===== src/rtl/irq_pkg.sv =====
// Shared constants, FSM state type and one-hot helper for the 16-line request encoder.
package irq_pkg;

   localparam int NREQ = 16;
   localparam int AW   = 4;

   typedef enum logic {
      IDLE    = 1'b0,
      PRESENT = 1'b1
   } state_t;

   function automatic logic [NREQ-1:0] onehot16(input logic [AW-1:0] idx);
      logic [NREQ-1:0] w_oh;
      w_oh      = {NREQ{1'b0}};
      w_oh[idx] = 1'b1;
      return w_oh;
   endfunction

endpackage


===== src/rtl/prio_enc16.sv =====
// 16-to-4 priority encoder (148-style): index of the highest set bit plus an any flag.
module prio_enc16
   import irq_pkg::*;
(
   input  logic [NREQ-1:0] i_sel,
   output logic [AW-1:0]   o_idx,
   output logic            o_any
);

   // Ascending scan so the highest set index is the last one written.
   always_comb begin
      o_idx = {AW{1'b0}};
      for (int i = 0; i < NREQ; i++) begin
         o_idx = i_sel[i] ? AW'(i) : o_idx;
      end
   end

   assign o_any = |i_sel;

endmodule


===== src/rtl/irq_encoder16.sv =====
// Sequential 16-line request encoder with valid/ack handshake.
// Define IRQ_SYNC_EN to pass req_n through a two-flop synchronizer before edge detection.
module irq_encoder16
   import irq_pkg::*;
(
   input  logic            clk,
   input  logic            rst_n,
   input  logic [NREQ-1:0] req_n,
   input  logic [NREQ-1:0] mask,
   output logic [AW-1:0]   code,
   output logic            valid,
   input  logic            ack,
   output logic            gs_n
);

   logic [NREQ-1:0] w_s;
   logic [NREQ-1:0] w_fall;
   logic [NREQ-1:0] w_sel;
   logic [NREQ-1:0] w_clr;
   logic [NREQ-1:0] r_last;
   logic [NREQ-1:0] r_pending;
   logic [AW-1:0]   w_idx;
   logic            w_any;
   state_t          r_state;
   state_t          w_state_nxt;
   logic [AW-1:0]   r_code;
   logic [AW-1:0]   w_code_nxt;
   logic            r_valid;
   logic            w_valid_nxt;

`ifdef IRQ_SYNC_EN
   logic [NREQ-1:0] r_sync1;
   logic [NREQ-1:0] r_sync2;

   // Two-stage synchronizer; idle-high so reset never fakes a falling edge.
   always_ff @(posedge clk or negedge rst_n) begin
      if (!rst_n) begin
         r_sync1 <= {NREQ{1'b1}};
         r_sync2 <= {NREQ{1'b1}};
      end else begin
         r_sync1 <= req_n;
         r_sync2 <= r_sync1;
      end
   end

   assign w_s = r_sync2;
`else
   assign w_s = req_n;
`endif

   // History resets high so a line already low after reset is captured exactly once.
   assign w_fall = r_last & ~w_s;
   assign w_sel  = r_pending & ~mask;
   assign gs_n   = ~w_any;

   prio_enc16 u_prio (
      .i_sel (w_sel),
      .o_idx (w_idx),
      .o_any (w_any)
   );

   // Next-state, presented code and clear mask for the handshake.
   always_comb begin
      w_state_nxt = r_state;
      w_code_nxt  = r_code;
      w_valid_nxt = r_valid;
      w_clr       = {NREQ{1'b0}};
      case (r_state)
         IDLE: begin
            if (w_any) begin
               w_state_nxt = PRESENT;
               w_code_nxt  = w_idx;
               w_valid_nxt = 1'b1;
            end else begin
               w_state_nxt = IDLE;
            end
         end
         PRESENT: begin
            if (ack) begin
               w_clr       = onehot16(r_code);
               w_valid_nxt = 1'b0;
               w_state_nxt = IDLE;
            end else begin
               w_state_nxt = PRESENT;
            end
         end
         default: begin
            w_state_nxt = IDLE;
            w_valid_nxt = 1'b0;
         end
      endcase
   end

   // Edge history, pending events (new edge beats a same-cycle clear) and FSM registers.
   always_ff @(posedge clk or negedge rst_n) begin
      if (!rst_n) begin
         r_last    <= {NREQ{1'b1}};
         r_pending <= {NREQ{1'b0}};
         r_state   <= IDLE;
         r_code    <= {AW{1'b0}};
         r_valid   <= 1'b0;
      end else begin
         r_last    <= w_s;
         r_pending <= (r_pending & ~w_clr) | w_fall;
         r_state   <= w_state_nxt;
         r_code    <= w_code_nxt;
         r_valid   <= w_valid_nxt;
      end
   end

   assign code  = r_code;
   assign valid = r_valid;

endmodule

===== config.mk =====
export PLATFORM = sky130hd
export DESIGN_NAME = irq_encoder16
export DESIGN_NICKNAME = d
export VERILOG_FILES = /design/src/rtl/irq_pkg.sv /design/src/rtl/prio_enc16.sv /design/src/rtl/irq_encoder16.sv
export SDC_FILE = /design/constraint.sdc
export NUM_CORES = 1
export LEC_CHECK = 0
export BUFFER_PORTS_ARGS = -buffer_cell sky130_fd_sc_hd__buf_2
export CORE_AREA = 2 2 61 63
export CTS_BUF_LIST = sky130_fd_sc_hd__clkbuf_8
export CTS_CLUSTER_DIAMETER = 40
export DETAILED_ROUTE_END_ITERATION = 10
export DIE_AREA = 0 0 63 65
export PLACE_DENSITY = 0.76
export RECOVER_POWER = 25
export SYNTH_ARGS = -nofsm -noshare
export SYNTH_HDL_FRONTEND = slang
export SYNTH_HIERARCHICAL = 1
export SYNTH_SLANG_ARGS = --single-unit
export TNS_END_PERCENT = 100

===== constraint.sdc =====
create_clock -name clk -period 1.77 [get_ports clk]
set_input_delay 0.2655 -clock clk [delete_from_list [all_inputs] [get_ports clk]]
set_output_delay 0.2655 -clock clk [all_outputs]
set_load 0.01 [all_outputs]

# Word-level counts from Yosys, hierarchy flattened
# Index checks and enable logic that the tools add are counted.
dict set report word_totals {
  in_bits 35
  ff_bits 38
  output_inout_bits 6
}
dict set report op_classes {
  reduce_logical 4
  n_bitwise 9
  order_cmp 2
  eq_ne 2
  muxes 25
}
# cell count
set op_table {}
lappend op_table {{$mux 4} 14}
lappend op_table {{$and 16x16->16} 3}
lappend op_table {{$not 16->16} 3}
lappend op_table {{$mux 16} 2}
lappend op_table {{$or 16x16->16} 1}
lappend op_table {{$reduce_or 16->1} 1}
lappend op_table {{$mux 1} 6}
lappend op_table {{$lt 4x5->1 const B} 1}
lappend op_table {{$demux 1 s4} 1}
lappend op_table {{$ge 4x1->1 const B} 1}
lappend op_table {{$ne 2x2->1 const B} 2}
lappend op_table {{$pmux 1 s2} 2}
lappend op_table {{$reduce_and 2->1} 2}
lappend op_table {{$not 1->1} 2}
lappend op_table {{$logic_and 1x1->1} 1}

# Longest topological paths before layout
dict set report logic_depth {
  word_depth 17
  mapped_depth 7
  ltp_nobuf 7
}

# Cells and area by module
# The synthesis kept the hierarchy.
# module area_per_inst_um2 n_inst cells_each
set by_module_without_submodules {}
lappend by_module_without_submodules {irq_encoder16 1481.4 1 124}
lappend by_module_without_submodules {prio_enc16 156.4 1 27}

# Least setup slack after synthesis
# Ideal clock, no wire load.
dict set report synth_path {
  path_type {register to register}
  from {register r_pending[11]}
  to {register r_code[0] (netlist: code[0])}
  t_required_ns 1.645
  path_slack_ns 0.056
  synth_period_minus_slack_ns 1.714
  arrival_time_ns 1.589
  stages_incl_launch_ff 8
  setup_ns 0.125
  path_cell_list {dfrtp_1 > nor2b_1 > nor4_1 > nand2_1 > nand4b_1 > inv_1 > nor2_4 > mux2_2}
}
dict set report synth_between {
  word_cells_on_any_way 8
  classes_between {5 x mux; 1 x bitwise; 2 x reduce/logical}
}
# item line_no
set synth_lines {}
lappend synth_lines {{from (decl)} irq_encoder16.sv:21} ;# logic [NREQ-1:0] r_pending;
lappend synth_lines {{from (signal assigned)} irq_encoder16.sv:98} ;# r_pending <= {NREQ{1'b0}};
lappend synth_lines {{from (signal assigned)} irq_encoder16.sv:104} ;# r_pending <= (r_pending & ~w_clr) | w_fall;
lappend synth_lines {{$and 16x16->16} irq_encoder16.sv:53} ;# assign w_sel = r_pending & ~mask;
lappend synth_lines {{net w_sel[11]} irq_encoder16.sv:18} ;# logic [NREQ-1:0] w_sel;
lappend synth_lines {{$reduce_or 16->1} prio_enc16.sv:18} ;# assign o_any = |i_sel;
lappend synth_lines {{net w_any} irq_encoder16.sv:23} ;# logic w_any;
lappend synth_lines {{$reduce_and 2->1 (no line)} n/a}
lappend synth_lines {{to (signal assigned)} irq_encoder16.sv:100} ;# r_code <= {AW{1'b0}};
lappend synth_lines {{to (signal assigned)} irq_encoder16.sv:106} ;# r_code <= w_code_nxt;
lappend synth_lines {{to (decl)} irq_encoder16.sv:26} ;# logic [AW-1:0] r_code;
# The timed path passes the listed nets, and every way through them passes these cells.
# A chain may end at the register's enable or synchronous reset.

# Worst setup path after layout
dict set report layout_path {
  from {register r_pending[14]}
  to {output port gs_n}
}
dict set report layout_between {
  elab_chain_len 3
}
# item line_no
set layout_lines {}
lappend layout_lines {{$and 16x16->16} irq_encoder16.sv:53}
lappend layout_lines {{net w_sel[14]} irq_encoder16.sv:18}
lappend layout_lines {{$reduce_or 16->1} prio_enc16.sv:18}
lappend layout_lines {{net w_any} irq_encoder16.sv:23}
lappend layout_lines {{$not 1->1} irq_encoder16.sv:54} ;# assign gs_n = ~w_any;
lappend layout_lines {{to (decl)} irq_encoder16.sv:13} ;# output logic gs_n
# The timed path passes the listed nets, and every way through them passes these cells.

==> impl_metrics.tcl <==
set metrics [dict create \
    start_kind "flop" \
    slew_violations 0 \
    p_clk_frac 0.273 \
    netSwitchingFraction 0.308 \
    synth_compound_area_frac 0.142 \
    combPwrFrac 0.258 \
    cts_root_buffer "clkbuf_8" \
    path_max_fanout 2 \
    synthAdderAreaFrac 0 \
    drive_above_1_share 0.394 \
    syn-cell-area_sq_mm 0.00164 \
    die_w_um 63 \
    crit_family "simple AND/OR/NAND/NOR gates" \
    cts_tree "built" \
    regArea_sq_um 971 \
    grt_pass1_wl_um 6300 \
    dieArea_sq_mm 0.00410 \
    crit_path_start "r_pending[14]$_DFF_PN0_" \
    ioPinCount 41 \
    synth_mux_area_frac 0.0275 \
    drc 0 \
    critPathCaptureType "primary output" \
    period_minus_slack_ns 1.96 \
    seqPwrFrac 0.469 \
    diodes 0 \
    synthToLayoutAreaGrowth_pct 35.8 \
    fmax_mhz 510 \
    yosys_warnings 6 \
    synth_edf_count 0 \
    via_per_inst 5.07 \
    grt_start_max_net_pins 21 \
    setup_ws_ns -0.191 \
    synth_ff_type "dfrtp_1" \
    synth_top_family_by_area "simple AND/OR/NAND/NOR gates" \
    synth_xor_area_frac 0 \
    portBuffers 40 \
    synth-seq-area-share 0.593 \
    finClkSkew_ns 0.00507 \
    nFillCells 310 \
    violations "negative setup slack" \
    overflow 0 \
    leakage_nw 0.961 \
    multi_input_area_sq_um 672 \
    max_slew_margin 0.303 \
    synthCells 151 \
    clkSinkCount 38 \
    gp_congestion 0.896 \
    min_period_over_period 1.11 \
    min_from "req_n[7]" \
    synth_fp_nets 186 \
    finalHoldViolCount 0 \
    crit_slowest_cell "dfrtp_1" \
    vias 1339 \
    crit_type "flop to primary output" \
    power.total_mw 2.49 \
    cap_viol_max_count 0 \
    r2r-start "r_pending[14]$_DFF_PN0_" \
    ir_drop_v 0.000742 \
    ant_nets 0 \
    ys_seq_elements 38 \
    yosysUniqueCellTypes 28 \
    pre_cts_ws_ns -0.0796 \
    track_usage 0.204 \
    max_stage_delay_ns 0.38 \
    powerDensity_mw_per_mm2 1120 \
    antenna_found_initial 0 \
    setup_viol 5 \
    routed_wl_um 3770 \
    cts_max_path_buffers 2 \
    clk_pin_slew_ns 0.07 \
    final_nets 250 \
    status "finished with violations" \
    dpl_cell_area_sq_mm 0.00194 \
    hpwl_um 2610 \
    core_sq_mm 0.00350 \
    p_sw_mw 0.766 \
    arrival_ns 1.70 \
    synth-async-reset-ratio 1.00 \
    crit_path_cell_trace "nor2b_4, nor4_4, nand2_1, nand4b_1, inv_2, buf_6" \
    htreeDepth 2 \
    initial_core_util 0.469 \
    crit_required_ns 1.50 \
    cts_made_buffers 5 \
    clk_latency_ns 0.29 \
    synthSimpleGateAreaFrac 0.189 \
    hold_class "input port to flop" \
    die_h_um 65 \
    fin_area_sq_mm 0.00222 \
    grt_pass1_vias 1376 \
    rows 22 \
    syn_area_per_cell_sq_um 10.8 \
    rsz0062_at_grt "true" \
    power.internal_mw 1.72 \
    tightest_slew_ns 1.05 \
    first_pass_iters 4 \
    post_drt_wl_per_cell_um 14.3 \
    drt_iter0_drc 26 \
    path_buf_inv 2 \
]
## worst paths after layout
path                                          end  slack (ns)  depth (start not counted)
max                                          gs_n       -0.19                          6
min                           r_last[7]$_DFF_PN1_        0.06                          1
max reg2reg                   code[3]$_DFFE_PN0P_       -0.12                          8
min reg2reg                r_pending[3]$_DFF_PN0_        0.49                          2
max in group asynchronous     r_last[0]$_DFF_PN1_        0.37                          3
min in group asynchronous  r_pending[6]$_DFF_PN0_        0.68                          2
## cell usage in the layout, fill, tap and decap left out
cell | Yosys | routed
buf_2 | 0 | 26
buf_12 | 0 | 1
buf_6 | 0 | 1
nor2b_1 | 17 | 13
a21o_1 | 1 | 1
o21ai_0 | 7 | 7
dfstp_2 | 16 | 16
or3b_1 | 1 | 1
o21ai_1 | 25 | 25
nor2_1 | 9 | 8
nor2b_4 | 0 | 4
clkbuf_1 | 0 | 13
nand4_1 | 1 | 1
nand4bb_1 | 1 | 1
nand2b_1 | 6 | 6
buf_4 | 1 | 16
nand2_1 | 4 | 4
a311oi_1 | 1 | 1
nor4_2 | 0 | 1
inv_1 | 19 | 18
o31ai_2 | 1 | 1
nand4b_4 | 1 | 1
dlygate4sd3_1 | 0 | 1
or2_1 | 1 | 1
o311ai_0 | 1 | 1
nor3_1 | 1 | 1
mux2_4 | 0 | 1
nand4b_1 | 3 | 3
clkbuf_8 | 0 | 8
mux2_2 | 4 | 3
nor4_4 | 0 | 2
nor2_4 | 1 | 2
a221o_1 | 1 | 1
a31oi_1 | 1 | 1
inv_2 | 0 | 1
o2bb2ai_2 | 0 | 1
dfrtp_1 | 22 | 22
a311o_1 | 1 | 1
## cells in the mapped netlist (all sizes together), types with 3 or more instances
cell / instances / area share
nor2: 10 / 0.027
nand4b: 4 / 0.031
mux2: 4 / 0.027
nor4: 3 / 0.011
o21ai: 32 / 0.098
nor2b: 17 / 0.065
nand2b: 6 / 0.023
nand2: 4 / 0.0092
inv: 19 / 0.044
dfrtp: 22 / 0.34
dfstp: 16 / 0.26
## sequential cells by signal, indices dropped and copies added, names as in the netlist
register   cells
r_last        16
r_pending     16
code           4
r_state        1
valid          1
## area by class of cell
cell class,count,share of cell area
Sequential cell,38,0.436
Multi-Input combinational cell,93,0.302
Timing Repair Buffer,58,0.153
Clock buffer,8,0.0495
Inverter,19,0.0321
Tap cell,48,0.0270
## logic make-up (layout without fill, tap and decap cells)
| family | after synthesis | after routing |
|---|---|---|
| buf+inv | 20 | 85 |
| compound gates | 40 | 40 |
| mux | 4 | 4 |
| flops | 38 | 38 |
| simple gates | 49 | 49 |
## what timing repair did
action,in CTS,in global routing
resized for setup,12,7
pin swaps,3,5
setup buffers,11,3
endpoints found under the setup margin,5,7
gates cloned,0,0
hold buffers,1,0
endpoints found under the hold margin,13,0
## worst reg2reg max path, cell delays in order, from the launching register on
cell and delay [ns]:
dfrtp_1 0.38, nor2b_4 0.14, nor4_4 0.31, nand2_1 0.13
nand4b_1 0.24, inv_2 0.10, buf_4 0.11, nor2_4 0.05
mux2_4 0.31
## stage by stage
| step | TNS (ns) | instances | utilization | hold slack [ns] |
|---|---|---|---|---|
| floorplan | 0 | 151 | - | -0.0301 |
| global placement | -0.0576 | 243 | 0.555 | 0.230 |
| detailed placement | -0.331 | 243 | 0.555 | 0.230 |
| CTS | -0.379 | 262 | 0.626 | 0.0663 |
| global route | -0.970 | 264 | 0.636 | 0.0558 |
| finish | -0.586 | 264 | 0.636 | 0.0624 |
## power by group through the flow
stage,Sequential [mW],Clock (mW),Combinational [mW]
after floorplan,1.12,0,0.367
after global placement,1.15,0,0.544
after detailed placement,1.16,0,0.552
after CTS,1.15,0.706,0.611
after global routing,1.18,0.746,0.699
final,1.17,0.679,0.641
## layer usage
metal,wire [um],vias to the layer above,GRT usage
met5,0,-,0
li1,-,646,-
met3,183,11,0.0608
met4,108,0,0.108
met1,1690,644,0.249
met2,1790,38,0.327
(Power assumes the default switching activity.)
